**src/rtl/mips_datapath_pipeline_id_ex_pkg.sv**
```systemverilog
// rtl/mips_datapath_pipeline_id_ex_pkg.sv - shared types, bubble constant and field helpers for the ID/EX slot
package mips_datapath_pipeline_id_ex_pkg;

  typedef logic [31:0] word_t;
  typedef logic [4:0]  reg_addr_t;

  typedef struct packed {
    logic       reg_write;
    logic       mem_read;
    logic       mem_write;
    logic       mem_to_reg;
    logic       alu_src;
    logic       reg_dst;
    logic       branch;
    logic       jump;
    logic       reads_rt;
    logic [3:0] alu_op;
  } ctrl_t;

  typedef struct packed {
    logic  valid;
    ctrl_t control;
    word_t instruction;
    word_t pc_addr;
    word_t port1;
    word_t port2;
  } id_ex_t;

  localparam id_ex_t ID_EX_BUBBLE = '0;

  function automatic reg_addr_t rs_of(input word_t instr);
    return instr[25:21];
  endfunction

  function automatic reg_addr_t rt_of(input word_t instr);
    return instr[20:16];
  endfunction

  // Writeback forwarding; $0 is hard-wired and never takes forwarded data.
  function automatic word_t wb_bypass(input logic en, input reg_addr_t wa, input word_t wd,
                                      input reg_addr_t a, input word_t d);
    return (en && (wa == a) && (a != 5'd0)) ? wd : d;
  endfunction

endpackage

```
**src/rtl/mips_datapath_pipeline_id_ex_hazard.sv**
```systemverilog
// rtl/mips_datapath_pipeline_id_ex_hazard.sv - combinational load-use hazard detect
module mips_datapath_pipeline_id_ex_hazard
  import mips_datapath_pipeline_id_ex_pkg::*;
#(
  parameter int LOAD_USE_STALL = 1
) (
  input  logic      ex_valid_i,
  input  logic      ex_mem_read_i,
  input  reg_addr_t ex_rt_i,
  input  reg_addr_t id_rs_i,
  input  reg_addr_t id_rt_i,
  input  logic      id_reads_rt_i,
  output logic      hazard_o
);

  logic rt_match;

  assign rt_match = (ex_rt_i == id_rs_i) || (id_reads_rt_i && (ex_rt_i == id_rt_i));
  assign hazard_o = (LOAD_USE_STALL != 0) && ex_valid_i && ex_mem_read_i &&
                    (ex_rt_i != 5'd0) && rt_match;

endmodule

```
**src/rtl/mips_datapath_pipeline_id_ex.sv**
```systemverilog
// rtl/mips_datapath_pipeline_id_ex.sv - single-slot ID/EX pipeline register with bypass and load-use bubble
module mips_datapath_pipeline_id_ex
  import mips_datapath_pipeline_id_ex_pkg::*;
#(
  parameter int LOAD_USE_STALL = 1
) (
  input  logic      clk,
  input  logic      rst_n,
  input  logic      id_valid_i,
  output logic      id_ready_o,
  input  ctrl_t     control_i,
  input  word_t     instruction_i,
  input  word_t     pc_addr_i,
  input  word_t     port1_i,
  input  word_t     port2_i,
  input  logic      flush_i,
  input  logic      wb_wr_enable_i,
  input  reg_addr_t wb_wr_addr_i,
  input  word_t     wb_wr_data_i,
  input  logic      ex_ready_i,
  output logic      ex_valid_o,
  output ctrl_t     ex_control_o,
  output word_t     ex_instruction_o,
  output word_t     ex_pc_addr_o,
  output word_t     ex_port1_o,
  output word_t     ex_port2_o,
  output reg_addr_t ex_rs_o,
  output reg_addr_t ex_rt_o
);

  id_ex_t    slot_q, slot_d;
  logic      hazard;
  reg_addr_t in_rs, in_rt, held_rs, held_rt;

  assign in_rs   = rs_of(instruction_i);
  assign in_rt   = rt_of(instruction_i);
  assign held_rs = rs_of(slot_q.instruction);
  assign held_rt = rt_of(slot_q.instruction);

  mips_datapath_pipeline_id_ex_hazard #(
    .LOAD_USE_STALL(LOAD_USE_STALL)
  ) u_hazard (
    .ex_valid_i    (slot_q.valid),
    .ex_mem_read_i (slot_q.control.mem_read),
    .ex_rt_i       (held_rt),
    .id_rs_i       (in_rs),
    .id_rt_i       (in_rt),
    .id_reads_rt_i (control_i.reads_rt),
    .hazard_o      (hazard)
  );

  assign id_ready_o = (!slot_q.valid || ex_ready_i) && !hazard && !flush_i;

  always_comb begin
    slot_d = slot_q;
    if (flush_i) begin
      slot_d = ID_EX_BUBBLE;
    end else if (id_valid_i && id_ready_o) begin
      slot_d.valid       = 1'b1;
      slot_d.control     = control_i;
      slot_d.instruction = instruction_i;
      slot_d.pc_addr     = pc_addr_i;
      slot_d.port1       = wb_bypass(wb_wr_enable_i, wb_wr_addr_i, wb_wr_data_i, in_rs, port1_i);
      slot_d.port2       = wb_bypass(wb_wr_enable_i, wb_wr_addr_i, wb_wr_data_i, in_rt, port2_i);
    end else if (slot_q.valid && !ex_ready_i) begin
      // Holding: keep operands fresh against writebacks landing while stalled.
      slot_d.port1 = wb_bypass(wb_wr_enable_i, wb_wr_addr_i, wb_wr_data_i, held_rs, slot_q.port1);
      slot_d.port2 = wb_bypass(wb_wr_enable_i, wb_wr_addr_i, wb_wr_data_i, held_rt, slot_q.port2);
    end else begin
      // Drained with nothing taken in (incl. load-use stall): empty slot / bubble.
      slot_d = ID_EX_BUBBLE;
    end
  end

  always_ff @(posedge clk or negedge rst_n) begin
    if (!rst_n) begin
      slot_q <= ID_EX_BUBBLE;
    end else begin
      slot_q <= slot_d;
    end
  end

  assign ex_valid_o       = slot_q.valid;
  assign ex_control_o     = slot_q.control;
  assign ex_instruction_o = slot_q.instruction;
  assign ex_pc_addr_o     = slot_q.pc_addr;
  assign ex_port1_o       = slot_q.port1;
  assign ex_port2_o       = slot_q.port2;
  assign ex_rs_o          = held_rs;
  assign ex_rt_o          = held_rt;

endmodule

```
**config.mk**
```make
export PLATFORM = sky130hd
export DESIGN_NAME = mips_datapath_pipeline_id_ex
export DESIGN_NICKNAME = d
export VERILOG_FILES = /design/src/rtl/mips_datapath_pipeline_id_ex_pkg.sv /design/src/rtl/mips_datapath_pipeline_id_ex_hazard.sv /design/src/rtl/mips_datapath_pipeline_id_ex.sv
export SDC_FILE = /design/constraint.sdc
export NUM_CORES = 1
export LEC_CHECK = 0
export ABC_CLOCK_PERIOD_IN_PS = 4100
export BUFFER_PORTS_ARGS = -buffer_cell sky130_fd_sc_hd__buf_2
export CAP_MARGIN = 20
export CORE_AREA = 2 2 130 132
export CTS_CLUSTER_SIZE = 24
export DETAILED_ROUTE_END_ITERATION = 8
export DIE_AREA = 0 0 132 134
export PLACE_DENSITY = 0.77
export SYNTH_ARGS = -nofsm -noshare
export SYNTH_HDL_FRONTEND = slang
export SYNTH_HIERARCHICAL = 1
export SYNTH_SLANG_ARGS = --single-unit
```
**constraint.sdc**
```tcl
create_clock -name clk -period 4.1 [get_ports clk]
set_clock_uncertainty 0.2 [all_clocks]
set_input_delay 0.205 -clock clk [delete_from_list [all_inputs] [get_ports clk]]
set_output_delay 0.205 -clock clk [all_outputs]
set_load 0.005 [all_outputs]
```
==> summary.md <==
The run finished with clean final reports. The critical path endpoint is ex_port2_o[11]. Worst reg-to-reg path cell count: 10.

In this run the critical register-to-register path is launched from ex_instruction_o[19]. The clock-pin slew reported for the worst setup and hold paths after clock tree synthesis is 0.06 ns. Of all nets on the critical path, the largest fanout is 65. The launching element of the worst setup path is ex_instruction_o[19]. The routed design has 29700 um of wire.

Synthesis handed over a netlist of 720 instances. The number of antenna violations at the first check in global routing is 1, and the routability congestion estimate from global placement is 0.846. Averaged over all synthesized cells, the footprint is 10.1 um^2.

The worst path in the final design needs a cycle of 3.53 ns, including I/O delays and setup. The highest cell delay on the worst timing path is 0.60 ns, and the number of unique standard cell types used by synthesis is 33. For flop-to-flop paths, the worst setup slack is 0.57 ns.

During placement, the flow inserted port buffers numbering 336. Across the run, the number of max-cap violations was 0. The worst-case IR drop observed on VDD is 287 uV. The number of flip-flops and latches in the synthesized netlist works out to 142. The slowest stage of the critical path belongs to the cell sky130_fd_sc_hd__dlygate4sd3_1.

The floorplan die area was 0.0177 mm^2; the number of I/O pins was 337. The number of clock buffers added by TritonCTS is 17. Setup repair after global routing left no endpoint under its margin. At the pin with the least slew margin, the transition time is 0.833 ns.

The run gives 47 as the number of placement rows. The wire length per cell is 20.7 um. TritonCTS built the clock tree. After the first detailed-routing iteration, the DRC count stood at 740. The run gives 8415 as the total via count in the routed design.

For the via count of the first global-routing pass, the log shows 8368. Yosys printed 6 warnings. The tools report the number of clock sinks as 142. From bottom edge to top edge, the die measures 134 um. The filler cell count in the final layout is 1173. In this run the number of H-tree levels came out at 4. The run gives 0 as the buffer count from post-CTS setup fixing. The post-detailed-route count of antenna-violating nets was 0. The number of instances on the worst hold path is 3. The worst register-to-register path ends at ex_port2_o[11]. Derived from the worst setup path, the maximum achievable clock frequency is 0.283 GHz.

The design draws 4020 uW. In this run the deepest clock path goes through 2 buffers. Measured against its own limit, the worst slew margin works out to 44.5%. For the area of the mapped netlist, the log shows 0.00725 mm^2. The worst setup path is launched from a register. The first global-routing pass estimated 45800 um of wire. The power per cell area was 350 mW/mm^2. Category of the critical setup timing path: reg2reg. Global routing used 33.0% of the available tracks.

Before antenna repair, the detailed router went through 6 iterations. For this design the static power due to leakage is 0.00581 uW. The tools report the effective utilization at floorplan as 44.5%.

The fraction of final layout cells sized beyond drive strength 1 was 33.1%. Using the TritonRoute via totals, the vias-per-cell ratio works out to 5.86. After routing, the total negative slack on setup checks comes to 0 ns. The tools report the clock root buffer as sky130_fd_sc_hd__clkbuf_16. The min-delay analysis places its worst path in the category in2reg. The final layout contains 1385 nets. The final critical-path share of the clock period was 86.2%; the die width was 132 um. The worst setup path is captured at a register. For the clock latency of the later-clocked register in the worst-skew pair, the log shows 0.42 ns.

The data arrival at the endpoint of the critical path is 3.69 ns, and the proportion of synthesized chip area in sequential cells is 49.0%. Relative area change from synthesis to final layout: 58.3%. The final count of negative-setup-slack endpoints is 0, and the critical path data required time is 4.26 ns.

The number of hold violations in the final report was 0. Number of pins with negative max-slew slack in the final report: 0. The logs give 84 for the pin count of the biggest net entering global routing and 0 for the remaining design rule violation count. The placed wire-length estimate after detailed placement is 16700 um, and the post-synthesis net count is 904. The critical path goes through xor2_1 > nor4_1 > nand3_1 > a21oi_1 > nor3_2 > nand2_2 > buf_4 > a221oi_1 > o31ai_1 > dlygate4sd3_1. The logs give 0 for the leftover overflow at the end of global routing and 0.0163 mm^2 for the core box area.
## layout by cell type (no fill, tap or decap), drive strengths merged, types with 6 or more instances in the layout
master       count
a21o            32
and2            17
o31ai           64
dlygate4sd3    194
clkinv           7
xnor2           11
nand3            6
a221oi          64
nor2            55
clkbuf          18
a22o            77
buf            353
nand2          128
xor2            15
dfrtp          142
## cells in the mapped netlist
master,n,area (um^2)
sky130_fd_sc_hd__dfrtp_1,142,3550
sky130_fd_sc_hd__nand2_1,128,480
sky130_fd_sc_hd__a22o_1,77,674
sky130_fd_sc_hd__a221oi_1,64,561
sky130_fd_sc_hd__o31ai_1,64,480
sky130_fd_sc_hd__nor2_1,55,206
sky130_fd_sc_hd__clkbuf_1,36,135
sky130_fd_sc_hd__a21o_1,32,240
sky130_fd_sc_hd__buf_2,24,120
sky130_fd_sc_hd__and2_1,17,106
sky130_fd_sc_hd__buf_6,14,158
sky130_fd_sc_hd__xor2_1,13,114
sky130_fd_sc_hd__xnor2_1,11,96.3
sky130_fd_sc_hd__buf_4,10,75.1
sky130_fd_sc_hd__nand3_1,6,30.0
sky130_fd_sc_hd__nor4_1,3,18.8
sky130_fd_sc_hd__a21oi_2,2,17.5
sky130_fd_sc_hd__nor2b_1,2,12.5
sky130_fd_sc_hd__nor2b_2,2,17.5
sky130_fd_sc_hd__nor3_1,2,10.0
sky130_fd_sc_hd__nor3_2,2,20.0
sky130_fd_sc_hd__o21ai_1,2,10.0
sky130_fd_sc_hd__xor2_2,2,32.5
sky130_fd_sc_hd__a21oi_1,1,5.00
sky130_fd_sc_hd__clkbuf_2,1,5.00
sky130_fd_sc_hd__nand2b_1,1,6.26
sky130_fd_sc_hd__o211ai_2,1,12.5
sky130_fd_sc_hd__o31a_1,1,8.76
sky130_fd_sc_hd__o31a_2,1,10.0
sky130_fd_sc_hd__or2_1,1,6.26
sky130_fd_sc_hd__or2_2,1,6.26
sky130_fd_sc_hd__or4_1,1,7.51
sky130_fd_sc_hd__or4_4,1,11.3
## how the worst min path moves through the flow
stage           startpoint               to  slack (ns)
5_1_grt         port1_i[4]    ex_port1_o[4]        0.03
3_3_place_gp         rst_n   ex_port1_o[21]        0.02
4_1_cts        port1_i[26]   ex_port1_o[26]       0.009
2_1_floorplan        rst_n  ex_control_o[0]       -0.29
6_report       port1_i[26]   ex_port1_o[26]        0.02
3_5_place_dp         rst_n   ex_port1_o[21]        0.02
## registers in the layout, summed over array words and instances, names as in the netlist
name              count
ex_instruction_o     32
ex_pc_addr_o         32
ex_port1_o           32
ex_port2_o           32
ex_control_o         13
ex_valid_o            1
## worst max-delay path: cells and delay by family, from the launching register on
kind                      cells  cell delay (ns)
buffers and inverters         2             1.16
xor gates and xnor gates      1             0.22
and+or+nand+nor               4             0.62
AOI/OAI and AO/OA             3             0.69
DFF                           1             0.51
## cells by family (layout without fill, tap and decap cells)
logic type | Yosys count | in the layout | share of synthesized area [%]
AOI/OAI and AO/OA | 245 | 245 | 27.9
and+or+nand+nor | 222 | 222 | 13.0
DFF | 142 | 142 | 49.0
buffers and inverters | 85 | 579 | 6.80
xor gates and xnor gates | 26 | 26 | 3.35
other | 0 | 1 | 0
## stage by stage
step	hold slack, ns	util (%)	cells	worst slack [ns]	area (um^2)
final	0.0209	70.5	1435	0.565	11500
after global routing	0.0276	70.5	1435	0.400	11500
after CTS	0.00933	70.4	1434	0.767	11500
after detailed placement	0.0151	54.6	1208	1.27	8890
after global placement	0.0199	54.6	1208	1.32	8890
after floorplan	-0.291	-	720	1.61	7250
## power breakdown
part	leakage [uW]	total, uW	switching (uW)	internal [uW]
Sequential	0.00189	1550	62.0	1490
Clock	0.000317	1710	665	1050
Combinational	0.00360	754	370	384
Total	0.00581	4020	1100	2920
## cell type report
| class | count | area [um^2] | share of cell area [%] |
|---|---|---|---|
| clock inverters | 14 | 206 | 1.80 |
| flip-flops and latches | 142 | 3550 | 31.0 |
| repair buffers | 547 | 3780 | 33.0 |
| multi-input cells | 493 | 3220 | 28.0 |
| clock buffers | 18 | 439 | 3.83 |
| well taps | 220 | 275 | 2.40 |
| diodes | 1 | 2.50 | 0.0218 |
## timing repair
item | CTS | global route
gates resized for setup | 0 | 0
endpoints found under the hold margin | 200 | 0
hold buffers | 194 | 0
## routing by layer
layer / GRT usage (%) / part of all wire, %
met5: 0 / 0
met4: 17.3 / 4.5
met3: 6.50 / 9.1
met2: 55.0 / 49
met1: 40.8 / 37
(Power assumes the default switching activity.)
